==> src/rtl/multicycle_ctrl_pkg.sv <==
// Shared constants for the multi-cycle MIPS-subset control path: opcodes, funcs,
// ALU op codes, FSM state encodings and datapath mux select codes.
package multicycle_ctrl_pkg;

    localparam logic [5:0] OP_R_FORMAT = 6'h00;
    localparam logic [5:0] OP_LW       = 6'h23;
    localparam logic [5:0] OP_SW       = 6'h2B;
    localparam logic [5:0] OP_ADDI     = 6'h08;
    localparam logic [5:0] OP_BEQ      = 6'h04;
    localparam logic [5:0] OP_BNE      = 6'h05;

    localparam logic [5:0] FN_ADD = 6'h20;
    localparam logic [5:0] FN_SUB = 6'h22;
    localparam logic [5:0] FN_AND = 6'h24;
    localparam logic [5:0] FN_OR  = 6'h25;
    localparam logic [5:0] FN_NOR = 6'h27;
    localparam logic [5:0] FN_SLT = 6'h2A;

    localparam logic [3:0] ALU_ADD = 4'b0010;
    localparam logic [3:0] ALU_SUB = 4'b0110;
    localparam logic [3:0] ALU_AND = 4'b0000;
    localparam logic [3:0] ALU_OR  = 4'b0001;
    localparam logic [3:0] ALU_SLT = 4'b0111;
    localparam logic [3:0] ALU_NOR = 4'b1100;

    localparam logic [2:0] S_FETCH  = 3'd0;
    localparam logic [2:0] S_DECODE = 3'd1;
    localparam logic [2:0] S_EXEC   = 3'd2;
    localparam logic [2:0] S_MEM    = 3'd3;
    localparam logic [2:0] S_WB     = 3'd4;
    localparam logic [2:0] S_ERR    = 3'd5;

    localparam logic [1:0] ASB_RDB    = 2'b00;
    localparam logic [1:0] ASB_FOUR   = 2'b01;
    localparam logic [1:0] ASB_IMM    = 2'b10;
    localparam logic [1:0] ASB_IMM_SH = 2'b11;

    localparam logic [1:0] PC_ALU = 2'b00;
    localparam logic [1:0] PC_TGT = 2'b01;

    typedef struct packed {
        logic       i_req;
        logic       d_ren;
        logic       d_wen;
        logic       ir_write;
        logic       pc_write;
        logic [1:0] pc_src;
        logic       tgt_write;
        logic       alu_src_a;
        logic [1:0] alu_src_b;
        logic [3:0] alu_op;
        logic       reg_write;
        logic       reg_dst;
        logic       mem_to_reg;
        logic       illegal;
    } ctrl_t;

    function automatic logic opcode_known(input logic [5:0] op);
        return op inside {OP_R_FORMAT, OP_LW, OP_SW, OP_ADDI, OP_BEQ, OP_BNE};
    endfunction

endpackage

==> src/rtl/multicycle_ctrl_alu_decode.sv <==
// R-type func field to ALU operation decode, with a legality flag.
// Shared between the multi-cycle and single-cycle controllers.
module alu_decode
    import multicycle_ctrl_pkg::*;
(
    input  logic [5:0] func,
    output logic [3:0] alu_op,
    output logic       legal
);

    always_comb begin
        alu_op = ALU_ADD;
        legal  = 1'b1;
        case (func)
            FN_ADD:  alu_op = ALU_ADD;
            FN_SUB:  alu_op = ALU_SUB;
            FN_AND:  alu_op = ALU_AND;
            FN_OR:   alu_op = ALU_OR;
            FN_NOR:  alu_op = ALU_NOR;
            FN_SLT:  alu_op = ALU_SLT;
            default: legal  = 1'b0;
        endcase
    end

endmodule

==> src/rtl/multicycle_ctrl.sv <==
// Multi-cycle control sequencer: FETCH/DECODE/EXEC/MEM/WB with ready-handshaked
// memories, a wait-limit watchdog and a retired-instruction counter.
module multicycle_ctrl
    import multicycle_ctrl_pkg::*;
#(
    parameter int WAIT_LIMIT = 16,
    parameter int CNT_W      = 32
) (
    input  logic             clock,
    input  logic             reset,
    input  logic [5:0]       opcode,
    input  logic [5:0]       func,
    input  logic             zero,
    input  logic             mem_ready,
    output logic             i_req,
    output logic             d_ren,
    output logic             d_wen,
    output logic             ir_write,
    output logic             pc_write,
    output logic [1:0]       pc_src,
    output logic             tgt_write,
    output logic             alu_src_a,
    output logic [1:0]       alu_src_b,
    output logic [3:0]       alu_op,
    output logic             reg_write,
    output logic             reg_dst,
    output logic             mem_to_reg,
    output logic [2:0]       state,
    output logic             err,
    output logic             illegal,
    output logic [CNT_W-1:0] instr_count
);

    localparam int WAIT_W = (WAIT_LIMIT > 2) ? $clog2(WAIT_LIMIT) : 1;

    logic [WAIT_W-1:0] wait_cnt;
    logic [2:0]        state_nxt;
    logic              retire;
    logic              wait_expired;
    logic [3:0]        r_alu_op;
    logic              r_legal;
    ctrl_t             c;

    logic is_r, is_lw, is_sw, is_addi, is_beq, is_bne, is_br, instr_legal;

    alu_decode u_alu_decode (
        .func   (func),
        .alu_op (r_alu_op),
        .legal  (r_legal)
    );

    assign is_r        = (opcode == OP_R_FORMAT);
    assign is_lw       = (opcode == OP_LW);
    assign is_sw       = (opcode == OP_SW);
    assign is_addi     = (opcode == OP_ADDI);
    assign is_beq      = (opcode == OP_BEQ);
    assign is_bne      = (opcode == OP_BNE);
    assign is_br       = is_beq | is_bne;
    assign instr_legal = opcode_known(opcode) & (~is_r | r_legal);
    assign wait_expired = (wait_cnt == WAIT_W'(WAIT_LIMIT - 1));

    always_comb begin
        c           = '0;
        c.alu_op    = ALU_ADD;
        state_nxt   = state;
        retire      = 1'b0;

        // No ALU output register: the EXEC operand selection is held through
        // MEM and WB so the address / result stays valid on the ALU output.
        if (state == S_EXEC || state == S_MEM || state == S_WB) begin
            c.alu_src_a = 1'b1;
            c.alu_src_b = (is_r | is_br) ? ASB_RDB : ASB_IMM;
            c.alu_op    = is_r ? r_alu_op : (is_br ? ALU_SUB : ALU_ADD);
        end

        case (state)
            S_FETCH: begin
                c.i_req     = 1'b1;
                c.alu_src_b = ASB_FOUR;
                c.pc_src    = PC_ALU;
                if (mem_ready) begin
                    c.ir_write = 1'b1;
                    c.pc_write = 1'b1;
                    state_nxt  = S_DECODE;
                end else if (wait_expired) begin
                    state_nxt = S_ERR;
                end
            end
            S_DECODE: begin
                c.alu_src_b = ASB_IMM_SH;
                c.tgt_write = 1'b1;
                if (instr_legal) begin
                    state_nxt = S_EXEC;
                end else begin
                    c.illegal = 1'b1;
                    state_nxt = S_ERR;
                end
            end
            S_EXEC: begin
                if (is_r || is_addi) begin
                    state_nxt = S_WB;
                end else if (is_lw || is_sw) begin
                    state_nxt = S_MEM;
                end else if (is_br) begin
                    c.pc_src   = PC_TGT;
                    c.pc_write = (is_beq & zero) | (is_bne & ~zero);
                    retire     = 1'b1;
                    state_nxt  = S_FETCH;
                end else begin
                    state_nxt = S_ERR;
                end
            end
            S_MEM: begin
                c.d_ren = is_lw;
                c.d_wen = is_sw;
                if (mem_ready) begin
                    if (is_lw) begin
                        state_nxt = S_WB;
                    end else begin
                        retire    = 1'b1;
                        state_nxt = S_FETCH;
                    end
                end else if (wait_expired) begin
                    state_nxt = S_ERR;
                end
            end
            S_WB: begin
                c.reg_write  = 1'b1;
                c.reg_dst    = is_r;
                c.mem_to_reg = is_lw;
                retire       = 1'b1;
                state_nxt    = S_FETCH;
            end
            S_ERR:   state_nxt = S_ERR;
            default: state_nxt = S_ERR;
        endcase

        // Reset wins over everything, including a MEM write already in flight.
        if (!reset) begin
            c        = '0;
            c.alu_op = ALU_ADD;
        end
    end

    always_ff @(posedge clock) begin
        if (!reset) begin
            state       <= S_FETCH;
            wait_cnt    <= '0;
            instr_count <= '0;
        end else begin
            state <= state_nxt;
            if (state_nxt != state)
                wait_cnt <= '0;
            else if (state == S_FETCH || state == S_MEM)
                wait_cnt <= wait_cnt + 1'b1;
            if (retire)
                instr_count <= instr_count + 1'b1;
        end
    end

    assign i_req      = c.i_req;
    assign d_ren      = c.d_ren;
    assign d_wen      = c.d_wen;
    assign ir_write   = c.ir_write;
    assign pc_write   = c.pc_write;
    assign pc_src     = c.pc_src;
    assign tgt_write  = c.tgt_write;
    assign alu_src_a  = c.alu_src_a;
    assign alu_src_b  = c.alu_src_b;
    assign alu_op     = c.alu_op;
    assign reg_write  = c.reg_write;
    assign reg_dst    = c.reg_dst;
    assign mem_to_reg = c.mem_to_reg;
    assign illegal    = c.illegal;
    assign err        = (state == S_ERR);

endmodule

==> config.mk <==
export PLATFORM = sky130hd
export DESIGN_NAME = multicycle_ctrl
export DESIGN_NICKNAME = d
export VERILOG_FILES = /design/src/rtl/multicycle_ctrl_pkg.sv /design/src/rtl/multicycle_ctrl_alu_decode.sv /design/src/rtl/multicycle_ctrl.sv
export SDC_FILE = /design/constraint.sdc
export NUM_CORES = 1
export LEC_CHECK = 0
export ABC_AREA = 1
export BUFFER_PORTS_ARGS = -buffer_cell sky130_fd_sc_hd__buf_2
export CORE_UTILIZATION = 59
export CTS_BUF_LIST = sky130_fd_sc_hd__clkbuf_8
export DETAILED_ROUTE_END_ITERATION = 16
export PLACE_DENSITY = 0.88
export SKIP_LAST_GASP = 1
export SLEW_MARGIN = 20
export SYNTH_ARGS = -nofsm -noshare
export SYNTH_HDL_FRONTEND = slang
export SYNTH_SLANG_ARGS = --single-unit
==> constraint.sdc <==
create_clock -name clock -period 5.01 [get_ports clock]
set_clock_uncertainty 0.1 [all_clocks]
set_input_delay 1.002 -clock clock [delete_from_list [all_inputs] [get_ports clock]]
set_output_delay 1.002 -clock clock [all_outputs]
set_load 0.05 [all_outputs]
After elaboration in Yosys (flattened, before gate mapping)
Index checks and enable logic that the tools add are counted.
- flip-flop bits (word level): 39
- bits of input ports: 16
- output and inout port bits: 55
- logic and storage cells: 78
- add/sub/neg operators: 2
- equal/unequal tests: 18
- mux-type cells: 35
- bitwise operators: 10
- reductions and logical operators: 10
- operators with widths (kind ; number):
    == test 6 bit (second input constant) ; 8
    two-way mux 3 bit ; 13
    adder 32 x 1 -> 32 bit (second input constant) ; 1
    one-hot mux 4 bit (5 select lines) ; 1
    two-way mux 19 bit ; 1
    one-hot mux 3 bit (5 select lines) ; 1
    == test 6 x 3 -> 1 bit (second input constant) ; 2
    two-way mux 1 bit ; 11
    two-way mux 7 bit ; 1
    == test 3 x 2 -> 1 bit (second input constant) ; 2
    == test 3 bit (second input constant) ; 2
    == test 6 x 4 -> 1 bit (second input constant) ; 1
    logical NOT 6 bit ; 1
    two-way mux 2 bit ; 3
    one-hot mux 3 bit (2 select lines) ; 1
    nonzero test 6 bit ; 1
    OR reduction 6 bit ; 1
    logical OR 1 bit ; 5
    adder 4 x 1 -> 4 bit (second input constant) ; 1
    == test 4 bit (second input constant) ; 1
    two-way mux 4 bit ; 1
    OR 1 bit ; 4
    one-hot mux 2 bit (2 select lines) ; 1
    bitwise AND 1 bit ; 3
    other kinds (6) ; 8

Longest topological paths before layout
- word-level depth: 9
- depth in mapped cells: 13
- gate-level depth less buffers: 13

Modules after synthesis
From an unflattened synthesis, not the netlist that was laid out.
- cells, all modules: 447
- area total of the unflattened synthesis: 2705.1 um^2
- modules (own cells, without submodules) (module ; times used ; cells an instance ; area each (um^2)):
    multicycle_ctrl ; 1 ; 420 ; 2562.5
    alu_decode ; 1 ; 27 ; 142.6

Least setup slack after synthesis
No wires, ideal clock.
- kind: input port to output port
- start point: input opcode[0]
- end point: output alu_op[3]
- data arrival time: 2.647 ns
- data required time: 3.908 ns
- slack: 1.261 ns
- cell stages on the path: 6
- cell sequence: nor2_1 nand3_1 nor2_1 o21a_1 inv_1 nor3_1
- word-level cells in the longest chain between the ends: 4
- ends and longest elaborated chain (element ; RTL line ; text):
    start: declaration ; multicycle_ctrl.sv:11 ; input logic [5:0] opcode,
    logical NOT 6 bit ; multicycle_ctrl.sv:52 ; assign is_r = (opcode == OP_R_FORMAT);
    two-way mux 4 bit ; multicycle_ctrl.sv:73 ; c.alu_op = is_r ? r_alu_op : (is_br ? ALU_SUB : ALU_ADD);
    two-way mux 7 bit ; multicycle_ctrl.sv:70 ; if (state == S_EXEC || state == S_MEM || state == S_WB) begin
    two-way mux 19 bit ; multicycle_ctrl.sv:139 ; if (!reset) begin
    end: declaration ; multicycle_ctrl.sv:24 ; output logic [3:0] alu_op,
No other way between the ends.

Final worst setup path
- start point: input opcode[0]
- end point: output illegal
- word-level cells in the longest chain between the ends: 7
- ends and longest elaborated chain (element ; RTL line ; text):
    parallel branches: the longest is 3 deep, another holds == test 6 bit ; - ;
    bitwise AND 1 bit (*) ; multicycle_ctrl.sv:59 ; assign instr_legal = opcode_known(opcode) & (~is_r | r_legal);
    two-way mux 1 bit (*) ; multicycle_ctrl.sv:92 ; if (instr_legal) begin
    two-way mux 1 bit (*) ; multicycle_ctrl.sv:76 ; case (state)
    two-way mux 19 bit (*) ; multicycle_ctrl.sv:139 ;
    end: declaration ; multicycle_ctrl.sv:30 ; output logic illegal,
Every way passes the cells marked *.

==> results.txt <==
The number of placement rows is 23. In this run the clock root is driven by a clkbuf_8. In this run the most used layer during global routing was met2. Of the cells placed in the final design, the portion with a size suffix greater than 1 is 22.13%. TritonCTS built the clock tree.

The worst path needs 3457 ps of the cycle, external delays included. The pin count of the biggest net entering global routing came out at 26. The library cell used most frequently in the layout, excluding fill and tap cells, is nand2_1. The register bit total from synthesis came out at 39. The number of enable flip-flop cells after synthesis is 0. After synthesis, the netlist uses 42 different library cells. The final period utilization came out at 69.00%.

The number of remaining DRC errors is 0. The initial utilization of the core area, before any placement, comes to 63.00%. The number of filler instances in the final layout came out at 342. The total routed wirelength is 6517 um. The I/O pin count is 71. The part of the total power dissipated in sequential elements came out at 36.4%. The power share of the combinational group came out at 35.0%. The number of global-route vias before repair is 2,586. The final net count is 487.

Setup violations remaining at the end of the flow were counted as 0. The tightest min-delay check is of the register to register type. The number of design-rule violations left by the first detailed-router iteration came out at 196. The data arrival time of the critical path is 2350 ps. In the global route stage, met3 resource usage came out at 6.667%.

The largest driver fanout on the critical path came out at 6. For this run, global-route usage on met1 was measured as 32.77%. The number of sinks on the clock net is 39.

The async set-or-reset flop fraction in the synthesized netlist is 0%. Across the VDD grid, the largest voltage drop is 280.3 uV. The post-CTS setup buffer count is 0.

The first detailed-routing pass ran for 5 iterations. The power spent charging and discharging nets is 376.5 uW. After detailed routing, the average wire length per cell comes to 12.53 um. The total number of vias came out at 2,904. The signal on the critical path passes through buf_2 > nor2_1 > nand3_1 > nor2_1 > nand3_1 > nand2_1 > nand2_2 > nor2_1 > buf_2. The total grt overflow came out at 0. Setup repair after global routing left no endpoint under its margin. The number of antenna violations at the first check in global routing came out at 0.

The areal power density over the cells came out at 307.6 mW/mm^2. The clock-pin transition on the worst setup and hold timing paths came out at 80 ps. STA puts the critical path data required time at 3910 ps. The number of warning messages in the yosys log is 0. The critical path launch point type is an input pin. The worst setup path is of the input pin to output port kind.

The number of buffers inserted by hold repair at cts is 0. The count of nets left with antenna violations once routing finished came out at 0. The slowest stage of the critical path is the buf_2 cell. The number of CTS-inserted buffers is 5. Internal power comes to 568.4 uW. The post-synthesis average cell area is 6.465 um^2. The final weighted congestion of routability-driven global placement came out at 0.9132.

The most prevalent standard cell on the critical path is nor2_1. In this run the vertical extent of the chip is 68.29 um. STA classifies the critical path endpoint as an output port. The global-route wire length before repair is 10,650 um.

The count of port buffers added during placement is 69. The number of levels in the clock H-tree is 2. The largest incremental delay on the critical path is 270 ps.

The number of violations of the max-capacitance limit came out at 0. The synthesis-to-layout area growth is 18.48%. Based on the critical path, the design can be clocked at up to 289.3 MHz. The post-synthesis instance area is 0.002592 mm^2.

The detailed placement HPWL came out at 4781 um. Counting every net in the synthesized netlist gives 419. In the synthesized netlist the dominant register cell turns out to be dfxtp_1.

The die is 68.29 um wide. The run finished with clean final reports. The area of the core came out at 0.004115 mm^2. For the final routed database, the setup TNS stands at 0 ps. The reported leakage power is 1.440 nW. Leaving out fill and tap cells, the most frequent cells in the layout are nand2_1 (85), buf_2 (69), nor2_1 (55). The fraction of the yosys area taken by sequential cells came out at 30.12%. The tightest hold path in the finished design has a slack of 362.3 ps.

Global routing consumed, over all layers together, 29.74% of the routing resources. The final count of pins violating max slew is 0. The detail-routed via count per cell came out at 5.585. Synthesis produced 401 cells. The clock group share of total power came out at 28.6%. The total die area came out at 0.004663 mm^2. The post-cts sizing count is 0. The fraction of power spent switching nets is 39.84%. For this run, global-route usage on met2 was measured as 52.70%. The latest clock arrival within the worst-skew pair came out at 290 ps.

Broken down by cell family, the worst path's largest delay share belongs to simple AND/OR/NAND/NOR gates. The clock passes through at most 2 buffers. The sum of buffers and inverters on the critical path came out at 2. The number of inserted diodes came out at 0. The final count of hold timing violations was 0.
==> cell usage after synthesis (2+ instances only) <==
cell | n | area [um^2]
a21oi_1 | 30 | 150.1
nand4_1 | 7 | 43.79
clkinv_1 | 3 | 11.26
nor2_4 | 2 | 22.52
o21a_1 | 4 | 30.03
dfxtp_1 | 39 | 780.8
nor3_1 | 22 | 110.1
nand3_1 | 28 | 140.1
nand3_2 | 8 | 80.08
nor2_2 | 3 | 18.77
nand2_2 | 3 | 18.77
nor2_1 | 55 | 206.5
nor3b_1 | 2 | 15.01
nand2_4 | 2 | 22.52
nand2_1 | 85 | 319.1
ha_1 | 2 | 25.02
a31oi_1 | 2 | 12.51
xnor2_1 | 6 | 52.55
inv_1 | 52 | 195.2
nand3_4 | 2 | 35.03
clkbuf_1 | 4 | 15.01
xor2_1 | 5 | 43.79
nor4_1 | 5 | 31.28
o21ai_0 | 10 | 50.05
buf_4 | 3 | 22.52
==> layout make-up <==
class	count	area, um^2	share of cell area, %
multi-input cells	297	1548	50.39
inverters	56	210.2	6.843
clock inverters	2	35.03	1.141
clock buffers	6	82.58	2.688
repair buffers	70	352.8	11.49
well taps	50	62.56	2.037
flip-flops and latches	39	780.7	25.42
==> state kept, by name, indices dropped and copies added (netlist names) <==
signal,cells
state,3
instr_count,32
wait_cnt,4
==> worst reg2reg max path, cell delays in order (launching register included) <==
cell and delay (ps):
dfxtp_1 580, nand2_4 100, nor2_2 190, nand3_2 130, nand3_4 280, clkinv_1 350, nor4_1 290, nor3_1 80
==> per-layer routing <==
metal | vias up | share of wire, %
met3 | 30 | 5.2
met5 | - | 0
met4 | 0 | 3.4
met2 | 123 | 50
li1 | 1442 | -
met1 | 1309 | 42
==> kinds of logic after synthesis <==
family / share of synthesized area [%]
simple gates: 42.91
buf+inv: 10.18
compound gates: 11.58
flops: 30.12
xor+xnor: 3.716
fa+ha+maj: 0.9651
other cells: 0.1446
mux: 0.3861
==> power groups by stage <==
| stage | sequential [mW] | combinational (mW) | clock (mW) |
|---|---|---|---|
| after floorplan | 0.379 | 0.239 | 0 |
| after global placement | 0.351 | 0.327 | 0 |
| after detailed placement | 0.351 | 0.329 | 0 |
| after CTS | 0.344 | 0.330 | 0.275 |
| after global routing | 0.347 | 0.356 | 0.287 |
| final | 0.344 | 0.331 | 0.270 |
==> metrics by stage <==
step	setup WS (ps)	cell area, um^2	instances	utilization, %	power, mW
2_1_floorplan	1261	2592	401	-	0.6177
3_3_place_gp	1667	2954	512	71.78	0.6775
3_5_place_dp	1599	2954	512	71.78	0.6796
4_1_cts	1592	3072	520	74.64	0.9487
5_1_grt	1447	3072	520	74.64	0.9904
6_report	1553	3072	520	74.64	0.9449
==> final timing paths <==
check                                               endpoint  slack (ps)                         start  depth (start not counted)
worst max register to register  instr_count[12]$_SDFFE_PN0P_        2800           state[1]$_SDFF_PN0_                          7
worst max-delay path                                 illegal        1550                     opcode[0]                          9
worst min-delay path            instr_count[18]$_SDFFE_PN0P_         360  instr_count[18]$_SDFFE_PN0P_                          2
worst min register to register  instr_count[18]$_SDFFE_PN0P_         360  instr_count[18]$_SDFFE_PN0P_                          2
Power figures use the tool's default switching activity.
